[src/rtl/ram_port_arbiter.sv]
// ---------------------------------------------------------------------------
// ram_port_arbiter
// Shares one single-port, write-first block RAM (1-cycle read latency)
// between two clients. Client 0 (latency-critical reader, e.g. scanout) has
// fixed priority. Client 1 (game logic) is guaranteed a grant after MAX_WAIT
// consecutive lost arbitrations.
//
// Ports
//   clk, rst_n                   clock, synchronous active-low reset
//   req0/we0/addr0/wdata0        client 0 request, write flag, address, data
//   gnt0                         client 0 accepted this cycle (combinational)
//   rvalid0/rdata0               client 0 read return (1 cycle after grant)
//   req1/we1/addr1/wdata1        client 1 request, write flag, address, data
//   gnt1, rvalid1, rdata1        client 1 grant and read return
//   ram_en/ram_we/ram_addr/ram_di  RAM control, driven by the granted client
//   ram_dout                     RAM read data
// ---------------------------------------------------------------------------
module ram_port_arbiter #(
   parameter int ADDR_WIDTH = 8,
   parameter int DATA_WIDTH = 8,
   parameter int MAX_WAIT   = 4
) (
   input  logic                  clk,
   input  logic                  rst_n,
   input  logic                  req0,
   input  logic                  we0,
   input  logic [ADDR_WIDTH-1:0] addr0,
   input  logic [DATA_WIDTH-1:0] wdata0,
   output logic                  gnt0,
   output logic                  rvalid0,
   output logic [DATA_WIDTH-1:0] rdata0,
   input  logic                  req1,
   input  logic                  we1,
   input  logic [ADDR_WIDTH-1:0] addr1,
   input  logic [DATA_WIDTH-1:0] wdata1,
   output logic                  gnt1,
   output logic                  rvalid1,
   output logic [DATA_WIDTH-1:0] rdata1,
   output logic                  ram_en,
   output logic                  ram_we,
   output logic [ADDR_WIDTH-1:0] ram_addr,
   output logic [DATA_WIDTH-1:0] ram_di,
   input  logic [DATA_WIDTH-1:0] ram_dout
);

   localparam logic [7:0] MAX_WAIT_C = 8'(MAX_WAIT);

   logic [7:0] r_wait_cnt;
   logic       r_rvalid0;
   logic       r_rvalid1;
   logic       w_gnt0;
   logic       w_gnt1;

   // Arbitration: client 0 wins contention unless client 1 has been starved
   // MAX_WAIT times in a row. Grants are suppressed while reset is held.
   always_comb begin
      w_gnt0 = 1'b0;
      w_gnt1 = 1'b0;
      if (!rst_n) begin
         w_gnt0 = 1'b0;
         w_gnt1 = 1'b0;
      end else if (req0 && req1) begin
         if (r_wait_cnt >= MAX_WAIT_C) begin
            w_gnt1 = 1'b1;
         end else begin
            w_gnt0 = 1'b1;
         end
      end else if (req0) begin
         w_gnt0 = 1'b1;
      end else if (req1) begin
         w_gnt1 = 1'b1;
      end else begin
         w_gnt0 = 1'b0;
         w_gnt1 = 1'b0;
      end
   end

   // RAM control mux from the granted client; all zero when idle.
   always_comb begin
      ram_en   = w_gnt0 | w_gnt1;
      ram_we   = 1'b0;
      ram_addr = {ADDR_WIDTH{1'b0}};
      ram_di   = {DATA_WIDTH{1'b0}};
      if (w_gnt0) begin
         ram_we   = we0;
         ram_addr = addr0;
         ram_di   = wdata0;
      end else if (w_gnt1) begin
         ram_we   = we1;
         ram_addr = addr1;
         ram_di   = wdata1;
      end else begin
         ram_we   = 1'b0;
         ram_addr = {ADDR_WIDTH{1'b0}};
         ram_di   = {DATA_WIDTH{1'b0}};
      end
   end

   // Starvation counter and read-valid pipeline.
   always_ff @(posedge clk) begin
      if (!rst_n) begin
         r_wait_cnt <= 8'd0;
         r_rvalid0  <= 1'b0;
         r_rvalid1  <= 1'b0;
      end else begin
         r_rvalid0 <= w_gnt0 & ~we0;
         r_rvalid1 <= w_gnt1 & ~we1;
         if (req1 && !w_gnt1) begin
            if (r_wait_cnt >= MAX_WAIT_C) begin
               r_wait_cnt <= MAX_WAIT_C;
            end else begin
               r_wait_cnt <= r_wait_cnt + 8'd1;
            end
         end else begin
            r_wait_cnt <= 8'd0;
         end
      end
   end

   assign gnt0 = w_gnt0;
   assign gnt1 = w_gnt1;

   // Gating with rst_n kills a read issued the cycle before reset asserts:
   // its rvalid would otherwise appear during the first reset cycle.
   assign rvalid0 = r_rvalid0 & rst_n;
   assign rvalid1 = r_rvalid1 & rst_n;

   // Both clients see the RAM output directly; only valid under rvalid.
   assign rdata0 = ram_dout;
   assign rdata1 = ram_dout;

endmodule

[config.mk]
export PLATFORM = sky130hd
export DESIGN_NAME = ram_port_arbiter
export DESIGN_NICKNAME = d
export VERILOG_FILES = /design/src/rtl/ram_port_arbiter.sv
export SDC_FILE = /design/constraint.sdc
export NUM_CORES = 1
export LEC_CHECK = 0
export CORE_ASPECT_RATIO = 2
export CORE_MARGIN = 4
export CORE_UTILIZATION = 25
export CTS_CLUSTER_SIZE = 20
export DETAILED_ROUTE_END_ITERATION = 8
export GPL_TIMING_DRIVEN = 0
export PLACE_DENSITY = 0.88
export SYNTH_ARGS = -nofsm -noshare
export SYNTH_HDL_FRONTEND = slang
export SYNTH_SLANG_ARGS = --single-unit
[constraint.sdc]
create_clock -name clk -period 2.72 [get_ports clk]
set_clock_uncertainty 0.1 [all_clocks]
set_input_delay 0.68 -clock clk [delete_from_list [all_inputs] [get_ports clk]]
set_output_delay 0.68 -clock clk [all_outputs]
set_load 0.02 [all_outputs]
==> results.yml, run 1 <==
setup_path:
  path_buf_inv: 4
  crit_start: "req0"
  path_max_fanout: 5
  cp.depth: 7
  worst_path_max_delay_cell: "or4b_4"
  end_kind: "primary output"
  arrival_ns: 2.04
  r2r_slack_ns: 0.87
  critPathRequiredTime_ns: 1.94
  rr_startpoint: "r_wait_cnt[7]$_SDFF_PP0_"
  path_cells: "buf_6 -> or4b_4 -> buf_6 -> o21ai_4 -> buf_6 -> a22o_1 -> buf_6"
  rr_worst_depth: 7
  critPathCapture: "ram_addr[1]"
  worst-setup-path-type: "in -> out"
  cp_top_family: "buffers and inverters"
  r2r-end: "r_wait_cnt[2]$_SDFF_PN0_"
  slowest_delay_ns: 0.47
  path_common_cell: "buf_6"
  start_kind: "input pin"
power:
  power.internal_uw: 395
  powerDensity_nw_per_um2: 328
  max-vdd-ir-drop_mv: 0.250
  switchingPower_uw: 145
  pwr-share-seq_pct: 28.5
  p_comb_share_pct: 44.1
  p_leak_nw: 0.735
  p_sw_share_pct: 26.8
  clkPwrFrac_pct: 27.4
synth:
  synth-compound-area-share_pct: 27.9
  synth_top_area_share_pct: 29.8
  synth-edff-count: 0
  ys_ff_latch: 10
  synth_common_cells: "buf_4, a22o_1, dfxtp_1"
  synthAdderAreaFrac_pct: 3.72
  synth_top_area_cell: "dfxtp_1"
  netlist_area_um2: 672
  synth-main-ff-cell: "dfxtp_1"
  synth_xor_xnor_area_share_pct: 0
  synth_simple_gate_area_share_pct: 13.4
  synthTopCellsByArea: "dfxtp_1, buf_4, a22o_1"
  synth_most_common_cell: "buf_4"
  synthArstFlopShare_pct: 0
  avgSynthCellArea_um2: 10.0
  synth_top_family_by_area: "compound AO/OA/AOI/OAI gates"
  synth_cells: 67
  synth_mux_area_share_pct: 0
  seq_area_frac_synth_pct: 29.8
  synth_warnings: 0
  synth_cell_types: 21
global_routing:
  grt_pass1_wl_um: 4060
  grt_pass1_vias: 967
  gr-total-overflow: 0
  grt_util_all_layers_pct: 15.7
  grt_max_degree: 11
  antenna_found_initial: 0
placed_design:
  hpwl_um: 2300
  dpl-instance-area_um2: 1470
  port_buffers: 75
  gp_congestion: 0.673
clock_network:
  ctsRootBufferMaster: "clkbuf_8"
  clk_pin_slew_ns: 0.04
  htree_levels: 1
  numCtsBuffers: 3
  cts_tree: "yes"
  cts.sinks: 10
  clock_path_buffers: 2
  clk_latency_ns: 0.23
final_layout:
  fill_cells: 226
  diodes: 0
  post-route-cell-area_um2: 1650
  drive_above_1_share_pct: 37.6
  syn_to_final_growth_pct: 145
  fin_nets: 207
floorplan:
  initial_core_util_pct: 26.1
  io-pin-count: 84
  chipHeight_um: 81.3
  rows: 26
  die_x_um: 44.7
  coreArea_um2: 2570
  dieArea_um2: 3630
sta:
  fmax_mhz: 354
  timing.final.crit_share_pct: 104
  fin_ws_ns: -0.101
  hold_violations: 0
  grt_setup_unrepaired: "yes"
  period_needed_ns: 2.82
  setup_viol: 17
  hold_ws_ns: 0.385
  drv_slew: 0
drt:
  drtPass1Iterations: 2
  drt_iter0_drc: 1
  via_per_inst: 4.58
  antenna_left: 0
  drc_errors: 0
  finalWirelength_um: 2760
  dr_total_vias: 847
  wl_per_cell_um: 14.9
hold_path:
  hp-class: "reg -> reg"
  hp-start: "r_wait_cnt[0]$_SDFF_PP0_"
status:
  violations: "negative setup slack"
  status: "finished with violations"
job:
  max_cap_violations: 0
[sequential cells by signal (all words and copies together), names as in the netlist]
name and flops:
r_rvalid0 1, r_rvalid1 1, r_wait_cnt 8
[power by group through the flow]
stage	sequential, mW	combinational [mW]	clock, mW
2_1_floorplan	0.156	0.0949	0
4_1_cts	0.154	0.236	0.154
5_1_grt	0.154	0.251	0.161
3_5_place_dp	0.156	0.219	0
3_3_place_gp	0.156	0.215	0
6_report	0.154	0.238	0.148
[metal layers]
| metal | vias to the layer above | global-route usage (%) | part of all wire [%] |
|---|---|---|---|
| met5 | - | 0 | 0 |
| met4 | 0 | 10.6 | 2.9 |
| met3 | 7 | 5.10 | 12 |
| met2 | 68 | 31.1 | 60 |
| met1 | 370 | 11.3 | 25 |
| li1 | 402 | - | - |
[final cells by class]
class | instances | area [um2] | area share (%)
plain buffers | 18 | 146 | 8.89
clock buffers | 3 | 41.3 | 2.51
inverters | 2 | 7.51 | 0.456
multi-input cells | 40 | 348 | 21.1
flip-flops and latches | 10 | 200 | 12.2
well taps | 28 | 35.0 | 2.13
repair buffers | 84 | 868 | 52.7
[through the flow]
stage	std cells	setup WS [ns]	setup TNS (ns)	power (mW)	util, %
2_1_floorplan	71	0.0579	0	0.251	-
3_3_place_gp	174	-1.06	-18.16	0.371	57.3
3_5_place_dp	174	-1.08	-18.59	0.375	57.3
4_1_cts	183	-0.0822	-0.769	0.544	62.9
5_1_grt	185	-0.148	-1.80	0.566	64.1
6_report	185	-0.101	-0.838	0.540	64.1
[how the worst min path moves through the flow]
| stage | end | slack, ns | cells after the start |
|---|---|---|---|
| after detailed placement | r_wait_cnt[0]$_SDFF_PP0_ | 0.37 | 1 |
| after CTS | r_wait_cnt[0]$_SDFF_PP0_ | 0.38 | 1 |
| after global placement | r_wait_cnt[0]$_SDFF_PP0_ | 0.35 | 1 |
| final | r_wait_cnt[0]$_SDFF_PP0_ | 0.39 | 1 |
| after global routing | r_wait_cnt[0]$_SDFF_PP0_ | 0.42 | 1 |
| after floorplan | r_wait_cnt[0]$_SDFF_PP0_ | 0.33 | 1 |
[cell usage in the layout, fill, tap and decap left out, types with 3 or more instances in the layout]
cell type,instances
clkdlybuf4s50_1,53
and2_1,4
buf_4,21
buf_6,22
a22o_1,12
dfxtp_1,10
a22o_2,3
clkbuf_8,3
conb_1,5
[cells by family after synthesis]
kind of cell | after synthesis
buffers and inverters | 21
and+or+nand+nor | 13
other | 1
adders and majority gates | 2
AOI/OAI and AO/OA | 20
DFF | 10
[what timing repair did]
action / in CTS / in global routing
endpoints found under the setup margin: 22 / 17
pin swaps: 7 / 2
resized for setup: 124 / 3
setup buffers: 6 / 2
gates cloned: 1 / 0
hold buffers: 0 / 0
(Power assumes the default switching activity.)
==> run 2: changes to the inputs <==
--- a/config.mk
+++ b/config.mk
@@ -12,6 +12,7 @@
 export DETAILED_ROUTE_END_ITERATION = 8
 export GPL_TIMING_DRIVEN = 0
 export PLACE_DENSITY = 0.88
+export SLEW_MARGIN = 20
 export SYNTH_ARGS = -nofsm -noshare
 export SYNTH_HDL_FRONTEND = slang
 export SYNTH_SLANG_ARGS = --single-unit
==> results of run 2 <==
No change in the layout: final DEF, timing and power equal those of run 1.
